`src/rtl/uart_tx_fifo.sv`:
```
// rtl/uart_tx_fifo.sv - parametrised UART transmitter with valid/ready input FIFO
// Optional parity bit between data and stop bits when UART_TX_PARITY_EN is defined.
module uart_tx_fifo #(
    parameter int CLKS_PER_BIT = 868,
    parameter int DATA_BITS    = 8,
    parameter int STOP_BITS    = 1,
    parameter int FIFO_DEPTH   = 4,
    parameter int PARITY_ODD   = 0
) (
    input  logic                          clock,
    input  logic                          reset,
    input  logic                          s_valid,
    input  logic [DATA_BITS-1:0]          s_data,
    output logic                          s_ready,
    output logic                          tx,
    output logic                          busy,
    output logic                          tx_done,
    output logic [$clog2(FIFO_DEPTH):0]   fifo_count
);

    localparam int AW = $clog2(FIFO_DEPTH);
    localparam int CW = $clog2(CLKS_PER_BIT);
    localparam int IW = 4;

    if (CLKS_PER_BIT < 2 || DATA_BITS < 5 || DATA_BITS > 9 || STOP_BITS < 1 || STOP_BITS > 2 ||
        FIFO_DEPTH < 2 || (FIFO_DEPTH & (FIFO_DEPTH - 1)) != 0 || PARITY_ODD < 0 || PARITY_ODD > 1)
    begin : g_bad_params
        $error("uart_tx_fifo: illegal parameter value");
    end

`ifdef UART_TX_PARITY_EN
    typedef enum logic [2:0] {S_IDLE, S_START, S_DATA, S_PARITY, S_STOP} state_t;
`else
    typedef enum logic [2:0] {S_IDLE, S_START, S_DATA, S_STOP} state_t;
`endif

    logic [DATA_BITS-1:0] r_mem [FIFO_DEPTH];
    logic [AW-1:0]        r_wr_ptr;
    logic [AW-1:0]        r_rd_ptr;
    logic [AW:0]          r_count;
    state_t               r_state;
    logic [CW-1:0]        r_clk_cnt;
    logic [IW-1:0]        r_bit_idx;
    logic [DATA_BITS-1:0] r_shift;
    logic                 r_tx;
    logic                 r_tx_done;
`ifdef UART_TX_PARITY_EN
    logic                 r_parity;
`endif

    logic                 w_push;
    logic                 w_pop;
    logic                 w_bit_end;
    logic                 w_frame_end;
    logic [DATA_BITS-1:0] w_head;

    assign s_ready     = (r_count != (AW + 1)'(FIFO_DEPTH));
    assign w_push      = s_valid && s_ready;
    assign w_head      = r_mem[r_rd_ptr];
    assign w_bit_end   = (r_clk_cnt == CW'(CLKS_PER_BIT - 1));
    assign w_frame_end = (r_state == S_STOP) && w_bit_end && (r_bit_idx == IW'(STOP_BITS - 1));
    // The head word leaves the FIFO when a new frame starts, either from idle or back-to-back.
    assign w_pop       = (r_count != '0) && ((r_state == S_IDLE) || w_frame_end);

    assign tx         = r_tx;
    assign tx_done    = r_tx_done;
    assign busy       = (r_state != S_IDLE);
    assign fifo_count = r_count;

    always_ff @(posedge clock) begin
        if (w_push) begin
            r_mem[r_wr_ptr] <= s_data;
        end
    end

    always_ff @(posedge clock) begin
        if (reset) begin
            r_wr_ptr <= '0;
            r_rd_ptr <= '0;
            r_count  <= '0;
        end else begin
            if (w_push) begin
                r_wr_ptr <= r_wr_ptr + AW'(1);
            end
            if (w_pop) begin
                r_rd_ptr <= r_rd_ptr + AW'(1);
            end
            if (w_push && !w_pop) begin
                r_count <= r_count + (AW + 1)'(1);
            end else if (w_pop && !w_push) begin
                r_count <= r_count - (AW + 1)'(1);
            end
        end
    end

    always_ff @(posedge clock) begin
        if (reset) begin
            r_state   <= S_IDLE;
            r_clk_cnt <= '0;
            r_bit_idx <= '0;
            r_shift   <= '0;
            r_tx      <= 1'b1;
            r_tx_done <= 1'b0;
`ifdef UART_TX_PARITY_EN
            r_parity  <= 1'b0;
`endif
        end else begin
            r_tx_done <= 1'b0;
            if (w_pop) begin
                r_shift <= w_head;
`ifdef UART_TX_PARITY_EN
                r_parity <= (^w_head) ^ 1'(PARITY_ODD);
`endif
            end
            case (r_state)
                S_IDLE: begin
                    r_clk_cnt <= '0;
                    r_bit_idx <= '0;
                    if (w_pop) begin
                        r_tx    <= 1'b0;
                        r_state <= S_START;
                    end else begin
                        r_tx <= 1'b1;
                    end
                end
                S_START: begin
                    if (w_bit_end) begin
                        r_clk_cnt <= '0;
                        r_bit_idx <= '0;
                        r_tx      <= r_shift[0];
                        r_state   <= S_DATA;
                    end else begin
                        r_clk_cnt <= r_clk_cnt + CW'(1);
                    end
                end
                S_DATA: begin
                    if (w_bit_end) begin
                        r_clk_cnt <= '0;
                        if (r_bit_idx == IW'(DATA_BITS - 1)) begin
                            r_bit_idx <= '0;
`ifdef UART_TX_PARITY_EN
                            r_tx      <= r_parity;
                            r_state   <= S_PARITY;
`else
                            r_tx      <= 1'b1;
                            r_state   <= S_STOP;
`endif
                        end else begin
                            r_bit_idx <= r_bit_idx + IW'(1);
                            r_shift   <= r_shift >> 1;
                            r_tx      <= r_shift[1];
                        end
                    end else begin
                        r_clk_cnt <= r_clk_cnt + CW'(1);
                    end
                end
`ifdef UART_TX_PARITY_EN
                S_PARITY: begin
                    if (w_bit_end) begin
                        r_clk_cnt <= '0;
                        r_tx      <= 1'b1;
                        r_state   <= S_STOP;
                    end else begin
                        r_clk_cnt <= r_clk_cnt + CW'(1);
                    end
                end
`endif
                S_STOP: begin
                    if (w_bit_end) begin
                        r_clk_cnt <= '0;
                        if (w_frame_end) begin
                            r_tx_done <= 1'b1;
                            r_bit_idx <= '0;
                            r_tx      <= !w_pop;
                            r_state   <= w_pop ? S_START : S_IDLE;
                        end else begin
                            r_bit_idx <= r_bit_idx + IW'(1);
                        end
                    end else begin
                        r_clk_cnt <= r_clk_cnt + CW'(1);
                    end
                end
                default: begin
                    r_tx    <= 1'b1;
                    r_state <= S_IDLE;
                end
            endcase
        end
    end

endmodule

```
`config.mk`:
```
export PLATFORM = sky130hd
export DESIGN_NAME = uart_tx_fifo
export DESIGN_NICKNAME = d
export VERILOG_FILES = /design/src/rtl/uart_tx_fifo.sv
export SDC_FILE = /design/constraint.sdc
export NUM_CORES = 1
export LEC_CHECK = 0
export ABC_AREA = 1
export CAP_MARGIN = 20
export CORE_UTILIZATION = 35
export CTS_BUF_LIST = sky130_fd_sc_hd__clkbuf_2
export DETAILED_ROUTE_END_ITERATION = 10
export GPL_TIMING_DRIVEN = 0
export MAX_ROUTING_LAYER = met4
export PLACE_DENSITY_LB_ADDON = 0.2
export SLEW_MARGIN = 20
export SYNTH_ARGS = -nofsm -noshare
export SYNTH_HDL_FRONTEND = slang
export SYNTH_SLANG_ARGS = --single-unit
```
`constraint.sdc`:
```
create_clock -name clock -period 2.2 [get_ports clock]
set_input_delay 0.22 -clock clock [delete_from_list [all_inputs] [get_ports clock]]
set_output_delay 0.22 -clock clock [all_outputs]
set_load 0.01 [all_outputs]
```
==> reports/metrics.yaml, run 1 <==
outcome: "finished clean"
path_clk_slew_ns: 0.20
clock_skew_ns: 0.0371
critPathLaunchType: "flip-flop"
cp_cell_sequence: "ha_2 -> nand2_2 -> nor2_4 -> nand3_4 -> nand2_8 -> nand2_8 -> ha_1 -> inv_1 -> fa_2 -> o21ai_1 -> a21oi_1"
cp.depth: 11
die_area_mm2: 0.00919
crit_path_end_kind: "flip-flop"
worstSkewPairLatency_ns: 0.51
r2r-start: "r_clk_cnt[0]$_SDFFE_PP0P_"
grt_max_degree: 16
route.detailed.drc: 0
synthArstFlopShare_pct: 0
setup_viol: 0
initial_core_util_pct: 36.8
synth_top_area_cell: "edfxtp_1"
drv_cap: 0
synth_edf_count: 32
cellLeakagePower_uw: 0.00143
synth_top_cell_area_share_pct: 31.2
crit_buf_inv: 1
gp_congestion: 0.788
grt_pass1_wl_um: 9690
synth_common_cells: "47 x nor2_1, 42 x inv_1, 39 x nand2_1"
rsz0062_at_grt: "true"
crit_required_ns: 2.60
die_height_um: 95.9
fp.dieW_um: 95.9
cts_buffer_depth: 2
cts_buffers: 9
ys_seq_area_share_pct: 53.9
critPathSlowestCell: "fa_2"
worst_hold_slack_ns: 0.119
reg2reg_depth: 11
vias: 2235
seq_area_mm2: 0.00168
ant_nets: 0
port_buffers: 16
max_stage_delay_ns: 0.43
finalHoldViolations: 0
multiInputGateArea_mm2: 0.00124
syn_area_mm2: 0.00308
grtUsageTotal_pct: 14.7
ys.flop_type: "dfxtp_1"
path_class: "reg -> reg"
nNetsFinal: 395
postCtsHoldBufs: 0
grt-ovfl-total: 0
num_io_pins: 18
yosys_warnings: 0
fin_ws_ns: 0.0596
arrival_ns: 2.54
power.total_uw: 4150
cpMostUsedCell: "nand2_8"
grt_pass1_vias: 2008
place_ws_ns: -0.186
core_area_mm2: 0.00838
crit_start: "r_clk_cnt[0]$_SDFFE_PP0P_"
synth.distinct_cells: 33
area_growth_pct: 16.5
crit_family: "adder cells"
cp_max_fo: 3
n_antenna_cell: 0
cts_max_level: 3
wl_um: 6020
dp_hpwl_um: 4060
grt_antenna_before_repair: 0
fin_crit_ns: 2.14
peakVddDrop_mv: 0.600
cts_root_buffer: "clkbuf_2"
slew_headroom_pct: 44.4
finalMaxSlewViolations: 0
ys_seq_elements: 67
synth_nets: 362
routedWlPerCell_um: 12.5
fillers: 818
placementRows: 33
synth_area_leaders: "edfxtp_1 31%, dfxtp_1 23%, nor2_1 5.7%"
synth.most_common_cell: "nor2_1"
min-delay-path-class: "in -> reg"
powerDensity_mw_per_mm2: 1150
drt_pass1_iterations: 4
worst_slew_pin_slew_ns: 0.831
cts.sinks: 67
layout-drive-gt1-share_pct: 16.5
syn_area_per_cell_um2: 9.12
min_period_over_period_pct: 97.3
rrSetupSlack_ns: 0.06
max_freq_mhz: 467
via_per_inst: 4.65
worstReg2RegEnd: "fifo_count[1]$_SDFFE_PP0P_"
synth_cells: 338
setup.worst_path.end: "fifo_count[1]$_SDFFE_PP0P_"
drt_iter0_markers: 108
cts_tree: "built"
-- logic make-up after synthesis --
logic type	count (synthesis)	synth area share [%]
AOI/OAI and AO/OA	56	9.33
xor gates and xnor gates	5	1.42
adders and majority gates	13	5.52
buffers and inverters	53	6.98
DFF	67	53.9
and+or+nand+nor	144	22.9
-- sequential cells by signal, summed over array words and instances (netlist names), named ones only --
signal      cells
r_mem          32
r_wr_ptr        2
tx              1
r_shift         8
tx_done         1
r_bit_idx       4
r_state         2
r_rd_ptr        2
r_clk_cnt      10
fifo_count      3
-- stage by stage --
step | std cells | instance area (um^2) | util [%] | setup TNS [ns]
finish | 481 | 3590 | 42.9 | 0
detailed placement | 459 | 3380 | 40.3 | -0.366
global placement | 459 | 3380 | 40.3 | -0.341
CTS | 478 | 3560 | 42.4 | 0
floorplan | 338 | 3080 | - | 0
global route | 481 | 3590 | 42.9 | -0.0718
-- repair_timing --
action                     CTS  global route
pin swaps                    1             4
resized for setup           13             7
setup endpoints to repair    3             3
buffers inserted             4             3
-- per-layer routing --
layer,track usage (%),vias to the layer above,part of all wire [%]
li1,-,1189,-
met1,20.3,1017,51
met2,20.8,23,44
met3,3.71,6,3.5
met4,5.60,0,1.4
met5,-,-,0
-- power breakdown --
| part | internal [uW] | total [uW] | switching [uW] | leakage, uW |
|---|---|---|---|---|
| Clock | 279 | 783 | 504 | 0.0000710 |
| Combinational | 646 | 1680 | 1030 | 0.000777 |
| Sequential | 1560 | 1680 | 124 | 0.000583 |
-- placed cells by master (no fill, tap or decap), types with 2 or more instances in the layout --
| master | instances |
|---|---|
| a21oi_1 | 20 |
| buf_2 | 4 |
| buf_4 | 8 |
| clkbuf_1 | 2 |
| clkbuf_2 | 9 |
| clkdlybuf4s50_1 | 15 |
| clkinvlp_4 | 2 |
| dfxtp_1 | 28 |
| dfxtp_2 | 5 |
| dfxtp_4 | 2 |
| edfxtp_1 | 32 |
| ha_1 | 9 |
| ha_2 | 2 |
| inv_1 | 41 |
| inv_2 | 4 |
| inv_6 | 2 |
| nand2_1 | 38 |
| nand2_2 | 2 |
| nand2_4 | 2 |
| nand2_8 | 2 |
| nand3_1 | 29 |
| nand3_2 | 4 |
| nor2_1 | 47 |
| nor2_4 | 2 |
| nor3_1 | 7 |
| o21ai_0 | 28 |
| o21ai_1 | 5 |
| or2_1 | 2 |
| or2_2 | 4 |
| xor2_1 | 5 |
-- worst min path at each step --
stage	from	to	cells after the start
detailed placement	r_clk_cnt[0]$_SDFFE_PP0P_	r_clk_cnt[0]$_SDFFE_PP0P_	1
CTS	reset	tx_done$_SDFF_PP0_	2
global route	reset	tx_done$_SDFF_PP0_	2
global placement	r_clk_cnt[0]$_SDFFE_PP0P_	r_clk_cnt[0]$_SDFFE_PP0P_	1
floorplan	s_data[0]	r_mem[0][0]$_DFFE_PP_	0
finish	reset	tx_done$_SDFF_PP0_	2
-- area by class of cell --
class                           count  area share [%]
Buffer                              7           0.975
Clock buffer                        9            1.25
Clock inverter                      7            2.30
Inverter                           45            4.70
Multi-Input combinational cell    218            34.5
Sequential cell                    67            46.6
Tap cell                          105            3.66
Timing Repair Buffer               23            5.99
(Power assumes the default switching activity.)
==> run 2: changes to the inputs <==
--- a/config.mk
+++ b/config.mk
@@ -7,7 +7,7 @@
 export LEC_CHECK = 0
 export ABC_AREA = 1
 export CAP_MARGIN = 20
-export CORE_UTILIZATION = 35
+export CORE_UTILIZATION = 55
 export CTS_BUF_LIST = sky130_fd_sc_hd__clkbuf_2
 export DETAILED_ROUTE_END_ITERATION = 10
 export GPL_TIMING_DRIVEN = 0
==> reports/metrics.yaml, run 2 (same netlist as run 1, synthesis figures left out) <==
outcome: "finished clean"
drt_pass1_iterations: 4
vias: 2269
global_route.usage.met1_pct: 29.3
grt_max_degree: 15
postCtsHoldBufs: 0
grtUsageTotal_pct: 22.1
cts.sinks: 67
setup_viol: 0
cp_max_fo: 8
area_growth_pct: 15.7
worstSkewPairLatency_ns: 0.49
cts_buffer_depth: 2
min_period_over_period_pct: 96.5
finish.utilization_pct: 68.1
via_per_inst: 5.08
cp_cell_sequence: "inv_1 -> ha_1 -> inv_2 -> nand2_8 -> nand2_8 -> ha_1 -> inv_2 -> fa_1 -> a21oi_2 -> o21ai_1 -> o21ai_1 -> a21oi_1"
gp_congestion: 0.947
critPathLaunchType: "flip-flop"
peakVddDrop_mv: 0.562
grtUsageMet2_pct: 32.6
layout-drive-gt1-share_pct: 16.4
dp_hpwl_um: 3930
max_freq_mhz: 471
initial_core_util_pct: 58.9
port_buffers: 16
grt_pass1_vias: 2089
arrival_ns: 2.53
die_height_um: 76.9
n_antenna_cell: 0
mostFrequentLayoutCells: "47 x nor2_1, 40 x inv_1, 37 x nand2_1, 32 x edfxtp_1"
path_clk_slew_ns: 0.18
grt.busiest_layer: "met2"
nNetsFinal: 397
rsz0062_at_grt: "true"
drv_cap: 0
top_register: "r_mem"
wl_um: 5760
cellLeakagePower_uw: 0.00144
use_met3_pct: 3.93
die_area_mm2: 0.00591
rrSetupSlack_ns: 0.08
cts_buffers: 9
finalHoldViolations: 0
cts_tree: "built"
placementRows: 26
core_area_mm2: 0.00524
cts_root_buffer: "clkbuf_2"
powerDensity_mw_per_mm2: 1180
crit_required_ns: 2.60
drt_iter0_markers: 101
crit_path_end_kind: "flip-flop"
max_stage_delay_ns: 0.41
routedWlPerCell_um: 12.9
ant_nets: 0
fin_crit_ns: 2.12
top_regs: "r_mem: 32 flops, r_clk_cnt: 10 flops, r_shift: 8 flops"
finalMaxSlewViolations: 0
critPathSlowestCell: "dfxtp_4"
grt_pass1_wl_um: 9690
path_class: "reg -> reg"
num_io_pins: 18
worst_slew_pin_slew_ns: 0.781
cts_max_level: 3
route.detailed.drc: 0
slew_headroom_pct: 47.8
largest_reg_flops: 32
final_common_cell: "nor2_1"
clock_skew_ns: 0.00973
crit_family: "adder cells"
grt-ovfl-total: 0
crit_buf_inv: 3
min-delay-path-class: "in -> reg"
fp.dieW_um: 76.9
fin_setup_tns_ns: 0
grt_antenna_before_repair: 0
[run 2: cell count changes in the layout (fill, tap and decap cells not counted), moves of 2 or more]
cell	previous run	this run
ha_2	2	0
buf_4	8	10
inv_6	2	0
clkinv_1	0	2
clkinvlp_4	2	0
[run 2: repair_timing]
item	CTS	global route
resized for setup	8	11
pin swaps	0	5
endpoints found under the setup margin	2	2
setup buffers	2	7
cloned	0	0
[run 2: path summary, 6_finish.rpt]
kind | from | endpoint | cells after the start
setup reg to reg | r_state[0]$_SDFFE_PP0P_ | fifo_count[2]$_SDFFE_PP0P_ | 12
setup / recovery | r_state[0]$_SDFFE_PP0P_ | fifo_count[2]$_SDFFE_PP0P_ | 12
hold / removal | reset | tx_done$_SDFF_PP0_ | 2
hold reg to reg | r_clk_cnt[0]$_SDFFE_PP0P_ | r_clk_cnt[0]$_SDFFE_PP0P_ | 1
[run 2: layout make-up]
class	count	area, um^2
inverters	45	169
clock buffers	9	45.0
clock inverters	6	81.3
flip-flops and latches	67	1670
well taps	70	87.6
plain buffers	7	35.0
repair buffers	25	228
multi-input cells	218	1250
fillers	418	1670
[run 2: worst register-to-register path, delay by kind of cell, from the launching register on]
kind,cells,cell delay (ns)
adder cells (fa/ha/maj),3,0.80
flip-flops,1,0.41
AO/OA/AOI/OAI,4,0.40
buffers and inverters,3,0.27
AND/OR/NAND/NOR,2,0.17
[run 2: through the flow]
stage	cell area (um^2)	hold WS [ns]	cells	total power (uW)	setup slack, ns
6_report	3570	0.138	447	4210	0.0769
3_5_place_dp	3330	0.447	424	3290	-0.180
2_1_floorplan	3080	0.319	338	2860	0.0278
3_3_place_gp	3330	0.427	424	3250	-0.146
5_1_grt	3570	0.135	447	4520	-0.0350
4_1_cts	3480	0.0987	440	4120	0.0177
[run 2: report_power, final]
part	switching [uW]	total, uW	internal [uW]
Combinational	1050	1720	667
Clock	436	799	363
Sequential	135	1690	1560
Total	1620	4210	2590
[run 2: metal layers]
| layer | vias up | share of wire [%] |
|---|---|---|
| li1 | 1187 | - |
| met1 | 1022 | 49 |
| met2 | 49 | 45 |
| met3 | 11 | 4.2 |
| met4 | 0 | 1.8 |
| met5 | - | 0 |
